<file path="src/rtl/tft_scan_ctr_if.sv">
// Port-B connection between the TFT scan controller and the dual-port frame buffer.
interface tft_scan_ctr_if;
    localparam int unsigned ADDR_W = 19;
    localparam int unsigned DATA_W = 8;

    logic              enb_o;
    logic              web_o;
    logic [ADDR_W-1:0] addrb_o;
    logic [DATA_W-1:0] d2memb_o;
    logic [DATA_W-1:0] mem2db_i;

    // Scan controller side: drives the read request, receives gray data
    modport master (
        output enb_o,
        output web_o,
        output addrb_o,
        output d2memb_o,
        input  mem2db_i
    );

    // Frame buffer side
    modport slave (
        input  enb_o,
        input  web_o,
        input  addrb_o,
        input  d2memb_o,
        output mem2db_i
    );
endinterface

</file>
<file path="src/rtl/tft_scan_ctr.sv">
// TFT raster scan controller: generates timing, fetches a gray image window
// from the frame buffer port B and emits aligned RGB/DE/HSYNC/VSYNC.
module tft_scan_ctr #(
    parameter int unsigned H_ACTIVE = 1024,
    parameter int unsigned H_FP     = 160,
    parameter int unsigned H_SYNC   = 20,
    parameter int unsigned H_BP     = 140,
    parameter int unsigned V_ACTIVE = 600,
    parameter int unsigned V_FP     = 12,
    parameter int unsigned V_SYNC   = 3,
    parameter int unsigned V_BP     = 20,
    parameter int unsigned IMG_W    = 540,
    parameter int unsigned IMG_H    = 540,
    parameter int unsigned IMG_X0   = 242,
    parameter int unsigned IMG_Y0   = 30
) (
    input  logic                  clk,
    input  logic                  rst,
    input  logic                  bram_en_i,
    tft_scan_ctr_if.master        bram,
    output logic [23:0]           rgb_o,
    output logic                  de_o,
    output logic                  hsync_o,
    output logic                  vsync_o,
    output logic                  frame_start_o
);
    localparam int unsigned H_TOTAL = H_ACTIVE + H_FP + H_SYNC + H_BP;
    localparam int unsigned V_TOTAL = V_ACTIVE + V_FP + V_SYNC + V_BP;
    localparam int unsigned HW      = $clog2(H_TOTAL);
    localparam int unsigned VW      = $clog2(V_TOTAL);
    localparam int unsigned AW      = 19;

    typedef enum logic {ST_IDLE, ST_RUN} state_t;

    state_t         r_state, w_state_nxt;
    logic [HW-1:0]  r_h_cnt, w_h_nxt;
    logic [VW-1:0]  r_v_cnt, w_v_nxt;
    logic [AW-1:0]  r_addr_cnt;

    logic           r_enb;
    logic [AW-1:0]  r_addrb;
    logic           r_s1_de, r_s1_hs, r_s1_vs, r_s1_fs;
    logic           r_s2_de, r_s2_hs, r_s2_vs, r_s2_fs, r_s2_win;
    logic [23:0]    r_rgb;
    logic           r_de, r_hs, r_vs, r_fs;

    logic           w_run, w_h_last, w_v_last;
    logic           w_de0, w_hs0, w_vs0, w_win0, w_fs0;

    assign w_run    = (r_state == ST_RUN);
    assign w_h_last = (r_h_cnt == HW'(H_TOTAL - 1));
    assign w_v_last = (r_v_cnt == VW'(V_TOTAL - 1));

    // State and raster counter registers
    always_ff @(posedge clk or posedge rst) begin
        if (rst) begin
            r_state <= ST_IDLE;
            r_h_cnt <= '0;
            r_v_cnt <= '0;
        end else begin
            r_state <= w_state_nxt;
            r_h_cnt <= w_h_nxt;
            r_v_cnt <= w_v_nxt;
        end
    end

    // Next state: a started frame always runs to its last pixel, where bram_en_i decides
    always_comb begin
        w_state_nxt = r_state;
        w_h_nxt     = r_h_cnt;
        w_v_nxt     = r_v_cnt;
        case (r_state)
            ST_IDLE: begin
                w_h_nxt = '0;
                w_v_nxt = '0;
                if (bram_en_i) w_state_nxt = ST_RUN;
            end
            ST_RUN: begin
                if (w_h_last) begin
                    w_h_nxt = '0;
                    if (w_v_last) begin
                        w_v_nxt = '0;
                        if (!bram_en_i) w_state_nxt = ST_IDLE;
                    end else begin
                        w_v_nxt = r_v_cnt + VW'(1);
                    end
                end else begin
                    w_h_nxt = r_h_cnt + HW'(1);
                end
            end
            default: w_state_nxt = ST_IDLE;
        endcase
    end

    // Stage-0 timing decode from the counters; blanking values while idle
    assign w_de0  = w_run && (r_h_cnt < HW'(H_ACTIVE)) && (r_v_cnt < VW'(V_ACTIVE));
    assign w_hs0  = !(w_run && (r_h_cnt >= HW'(H_ACTIVE + H_FP))
                            && (r_h_cnt <  HW'(H_ACTIVE + H_FP + H_SYNC)));
    assign w_vs0  = !(w_run && (r_v_cnt >= VW'(V_ACTIVE + V_FP))
                            && (r_v_cnt <  VW'(V_ACTIVE + V_FP + V_SYNC)));
    assign w_win0 = w_run && (r_h_cnt >= HW'(IMG_X0)) && (r_h_cnt < HW'(IMG_X0 + IMG_W))
                          && (r_v_cnt >= VW'(IMG_Y0)) && (r_v_cnt < VW'(IMG_Y0 + IMG_H));
    assign w_fs0  = w_run && (r_h_cnt == '0) && (r_v_cnt == '0);

    // Linear image address: counts window pixels, restarts every frame
    always_ff @(posedge clk or posedge rst) begin
        if (rst) begin
            r_addr_cnt <= '0;
        end else if (!w_run || (w_h_last && w_v_last)) begin
            r_addr_cnt <= '0;
        end else if (w_win0) begin
            r_addr_cnt <= r_addr_cnt + AW'(1);
        end
    end

    // Stage 1: frame buffer read request plus delayed timing flags
    always_ff @(posedge clk or posedge rst) begin
        if (rst) begin
            r_enb   <= 1'b0;
            r_addrb <= '0;
            r_s1_de <= 1'b0;
            r_s1_hs <= 1'b1;
            r_s1_vs <= 1'b1;
            r_s1_fs <= 1'b0;
        end else begin
            r_enb   <= w_win0;
            if (w_win0) r_addrb <= r_addr_cnt;
            r_s1_de <= w_de0;
            r_s1_hs <= w_hs0;
            r_s1_vs <= w_vs0;
            r_s1_fs <= w_fs0;
        end
    end

    // Stage 2: wait out the one-cycle frame buffer read latency
    always_ff @(posedge clk or posedge rst) begin
        if (rst) begin
            r_s2_de  <= 1'b0;
            r_s2_hs  <= 1'b1;
            r_s2_vs  <= 1'b1;
            r_s2_fs  <= 1'b0;
            r_s2_win <= 1'b0;
        end else begin
            r_s2_de  <= r_s1_de;
            r_s2_hs  <= r_s1_hs;
            r_s2_vs  <= r_s1_vs;
            r_s2_fs  <= r_s1_fs;
            r_s2_win <= r_enb;
        end
    end

    // Stage 3: aligned video outputs, gray replicated onto all three channels
    always_ff @(posedge clk or posedge rst) begin
        if (rst) begin
            r_rgb <= '0;
            r_de  <= 1'b0;
            r_hs  <= 1'b1;
            r_vs  <= 1'b1;
            r_fs  <= 1'b0;
        end else begin
            r_rgb <= r_s2_win ? {bram.mem2db_i, bram.mem2db_i, bram.mem2db_i} : 24'h0;
            r_de  <= r_s2_de;
            r_hs  <= r_s2_hs;
            r_vs  <= r_s2_vs;
            r_fs  <= r_s2_fs;
        end
    end

    assign bram.enb_o    = r_enb;
    assign bram.addrb_o  = r_addrb;
    assign bram.web_o    = 1'b0;
    assign bram.d2memb_o = 8'h00;
    assign rgb_o         = r_rgb;
    assign de_o          = r_de;
    assign hsync_o       = r_hs;
    assign vsync_o       = r_vs;
    assign frame_start_o = r_fs;
endmodule

</file>
<file path="src/flat_wrapper.sv">
// flat-port wrapper written by rule: the top's interface ports become plain ports
module tft_scan_ctr_flat 
#(
    parameter int unsigned H_ACTIVE = 1024,
    parameter int unsigned H_FP     = 160,
    parameter int unsigned H_SYNC   = 20,
    parameter int unsigned H_BP     = 140,
    parameter int unsigned V_ACTIVE = 600,
    parameter int unsigned V_FP     = 12,
    parameter int unsigned V_SYNC   = 3,
    parameter int unsigned V_BP     = 20,
    parameter int unsigned IMG_W    = 540,
    parameter int unsigned IMG_H    = 540,
    parameter int unsigned IMG_X0   = 242,
    parameter int unsigned IMG_Y0   = 30
)
  (clk, rst, bram_en_i, rgb_o, de_o, hsync_o, vsync_o, frame_start_o, bram_enb_o, bram_web_o, bram_addrb_o, bram_d2memb_o, bram_mem2db_i);
  tft_scan_ctr_if bram_i ();
  input  logic clk;
  input  logic rst;
  input  logic bram_en_i;
  output logic [23:0] rgb_o;
  output logic de_o;
  output logic hsync_o;
  output logic vsync_o;
  output logic frame_start_o;
  output wire logic [$bits(bram_i.enb_o)-1:0] bram_enb_o;
  output wire logic [$bits(bram_i.web_o)-1:0] bram_web_o;
  output wire logic [$bits(bram_i.addrb_o)-1:0] bram_addrb_o;
  output wire logic [$bits(bram_i.d2memb_o)-1:0] bram_d2memb_o;
  input wire logic [$bits(bram_i.mem2db_i)-1:0] bram_mem2db_i;
  assign bram_enb_o = bram_i.enb_o;
  assign bram_web_o = bram_i.web_o;
  assign bram_addrb_o = bram_i.addrb_o;
  assign bram_d2memb_o = bram_i.d2memb_o;
  assign bram_i.mem2db_i = bram_mem2db_i;
  tft_scan_ctr #(.H_ACTIVE(H_ACTIVE), .H_FP(H_FP), .H_SYNC(H_SYNC), .H_BP(H_BP), .V_ACTIVE(V_ACTIVE), .V_FP(V_FP), .V_SYNC(V_SYNC), .V_BP(V_BP), .IMG_W(IMG_W), .IMG_H(IMG_H), .IMG_X0(IMG_X0), .IMG_Y0(IMG_Y0)) u_core (.clk(clk), .rst(rst), .bram_en_i(bram_en_i), .bram(bram_i), .rgb_o(rgb_o), .de_o(de_o), .hsync_o(hsync_o), .vsync_o(vsync_o), .frame_start_o(frame_start_o));
endmodule
</file>
<file path="config.mk">
export PLATFORM = sky130hd
export DESIGN_NAME = tft_scan_ctr_flat
export DESIGN_NICKNAME = d
export VERILOG_FILES = /design/src/rtl/tft_scan_ctr_if.sv /design/src/rtl/tft_scan_ctr.sv /design/src/flat_wrapper.sv
export SDC_FILE = /design/constraint.sdc
export NUM_CORES = 1
export LEC_CHECK = 0
export CAP_MARGIN = 20
export CORE_MARGIN = 5
export CORE_UTILIZATION = 50
export CTS_CLUSTER_SIZE = 8
export DETAILED_ROUTE_END_ITERATION = 16
export PLACE_DENSITY = 0.76
export SYNTH_ARGS = -nofsm -noshare
export SYNTH_HDL_FRONTEND = slang
export SYNTH_SLANG_ARGS = --single-unit
</file>
<file path="constraint.sdc">
create_clock -name clk -period 3.7 [get_ports clk]
set_clock_uncertainty 0.2 [all_clocks]
set_input_delay 1.11 -clock clk [delete_from_list [all_inputs] [get_ports clk]]
set_output_delay 1.11 -clock clk [all_outputs]
set_load 0.05 [all_outputs]
</file>
==> impl_results.md <==
* Status: complete, no violations
* Core outline area at 7650 sq um
* Die footprint at 9670 sq um
* DR vias/cell at between 5 and 6
* Leakage power at 0.00198 uW
* WP buf/inv at 1
* Vias in the first global route at ~2800
* Post-synth EDFFs at 0
* Initial DRT Pass Iterations at 4
* Tightest Pin Transition at around 0.92 ns
* Worst Path Required at 2.39 ns
* CTS Buf Count at 9
* Max cap viols at 0
* First-pass GRT wire length at 13200 um
* Half-perimeter wire length after placement at 5330 um
* Cell count after placement at roughly 500
* Synth Instances at 369
* Post-synth ARST share at 1.00
* Post-cts resize count at 0
* Root buf cell: clkbuf_8
* CP Cell Sequence: clkdlybuf4s50_1
* Worst min path class: reg2reg
* FF+latch count, synth at 82
* Slowest CP cell: clkdlybuf4s50_1
* Commonest non-fill, non-tap cell in the layout: dfrtp_1
* CTS Buffer Depth at 2
* Number of port buffers at 58
* Grt ovf at 0
* Critical Path Fanout Max at 1
* Mapped cell area at 3900 sq um
* Period utilisation layout at 0.800
* Final Hold Viols at 0
* Via count at 2867
* Fin. max-slew vios at 0
* Row cnt at 32
* Final setup viols at 0
* Most frequent cells in the layout: dfrtp_1, clkdlybuf4s50_1, nor2_1, nand2_1, o21ai_0
* GPL Wtd Cong at 0.892
* CP startpoint kind: flop
* Critical path depth at 1
* Number of setup buffers added after CTS at 0
* Setup_tns at 0 ns
* Syn. warnings at 0
* H-tree depth at 3
* Worst-path clk slew at around 0.080 ns
* Final worst path period need at 2.96 ns
* CTS tree: built
* Diodes inserted at 0
* Non-filler cells, final at 517
* CP Class: reg2out
* Crit path max-delay family: buffers and inverters
* Max VDD drop at between 200 and 250 uV
* DRC at 0
* Sequential fraction of the synthesis area at 0.528
* Sink Count at between 80 and 90
* Die X at around 100 um
* Initial DRC Count at 178
* Hold Crit Depth at 0
* Final antenna-violating net count at 0
* Final WL at roughly 7800 um
* Gr usage total at 0.167
* Power per cell area at 384 nW/um^2
* FILL cells at 650
* RSZ-0062 raised after global routing: no
* FMAX at 0.338 GHz
* Worst-Skew Late Latency at 0.35 ns
* Initial core utilization at 0.510
* Kind of end point of the critical path: output pin
* Boundary pin count at 68
* WP data arrival at around 1.7 ns
* Fraction of layout cells with a size suffix above 1 at 0.125
* Netlist cell types at 46
* Most used DFF post-synth: dfrtp_1
* CTS Hold Buffers Added at 0
* Wire per inst at 15.1 um
* Largest net degree at the start of global routing at 83
* Post-Syn Area per Cell at ~11 sq um
* Nets at 427
* Antenna violations before repair at 0
* R2R cell count at 6
* Max-slew headroom at 0.382
* Synthesis-to-layout area growth at 18.4%
* Max incr delay on CP at 0.79 ns
* Die Span Y at 98.3 um
-- sequential cells by signal, summed over array words and instances (netlist names), 8 cells and up --
register,count
u_core.bram.addrb_o,19
u_core.r_addr_cnt,19
u_core.r_h_cnt,11
u_core.r_v_cnt,10
u_core.rgb_o,8
-- through the flow --
stage	utilization	total power (uW)	instance area, sq um	setup WS [ns]	hold slack, ns
6_report	0.604	1770	4620	0.738	0.154
2_1_floorplan	-	1170	3930	0.291	0.131
5_1_grt	0.604	1860	4620	0.627	0.161
3_5_place_dp	0.581	1200	4440	0.826	0.139
3_3_place_gp	0.581	1200	4440	0.971	0.136
4_1_cts	0.604	1800	4620	0.711	0.154
-- cell families (layout without fill, tap and decap cells) --
group	Yosys count	in the layout	synth area share
AOI/OAI and AO/OA	58	58	0.0923
xor gates and xnor gates	11	11	0.0247
adders and majority gates	6	6	0.0192
buffers and inverters	53	91	0.0802
DFF	82	82	0.528
muxes	21	21	0.0600
other	1	9	0.000961
and+or+nand+nor	137	137	0.195
-- final timing paths --
kind	from	endpoint	slack (ns)
worst max register to register	u_core.r_h_cnt[7]	u_core.r_addr_cnt[13]	0.80
worst max-delay path	u_core.vsync_o	vsync_o	0.74
max in group asynchronous	rst	u_core.r_s1_vs	1.99
worst min-delay path	u_core.r_s1_fs	u_core.r_s2_fs	0.15
min in group asynchronous	rst	u_core.rgb_o[16]	0.96
worst min register to register	u_core.r_s1_fs	u_core.r_s2_fs	0.15
-- final cells by class --
class	count	area [sq um]	area share
Multi-Input combinational cell	242	1580	0.342
Tap cell	102	128	0.0276
Sequential cell	82	2060	0.446
Timing Repair Buffer	63	631	0.137
Clock buffer	10	138	0.0298
Inverter	12	46.3	0.0100
Clock inverter	6	40.0	0.00867
-- routing by layer --
layer | share of wire | vias up | wire length, um | GRT usage
li1 | - | 1349 | - | -
met1 | 0.44 | 1413 | 3460 | 0.216
met2 | 0.48 | 94 | 3750 | 0.264
met3 | 0.064 | 11 | 499 | 0.0443
met4 | 0.014 | 0 | 110 | 0.0735
met5 | 0 | - | 0 | 0
-- Yosys cell counts (3+ instances only) --
master / instances / area share
a21oi_1: 13 / 0.017
and2_1: 12 / 0.019
and3_1: 7 / 0.011
buf_2: 13 / 0.017
buf_4: 26 / 0.050
dfrtp_1: 76 / 0.49
dfstp_2: 6 / 0.040
ha_1: 6 / 0.019
inv_1: 12 / 0.012
mux2_2: 19 / 0.055
nand2_1: 20 / 0.019
nand2b_1: 6 / 0.0096
nand3_1: 18 / 0.023
nand4_1: 13 / 0.021
nor2_1: 22 / 0.021
nor3_1: 9 / 0.012
nor4_1: 3 / 0.0048
o211ai_1: 4 / 0.0077
o21ai_0: 20 / 0.026
o31ai_1: 11 / 0.021
or3_1: 10 / 0.016
or4_1: 4 / 0.0077
xnor2_1: 7 / 0.016
xor2_1: 4 / 0.0090
-- power breakdown --
part / internal, uW / leakage [uW] / total, uW / switching (uW)
combinational: 80.0 / 0.000794 / 183 / 103
clock: 263 / 0.0000928 / 587 / 323
sequential: 935 / 0.00109 / 1000 / 67.3
total: 1280 / 0.00198 / 1770 / 493
Note: power is estimated with default switching activity, not from simulation.
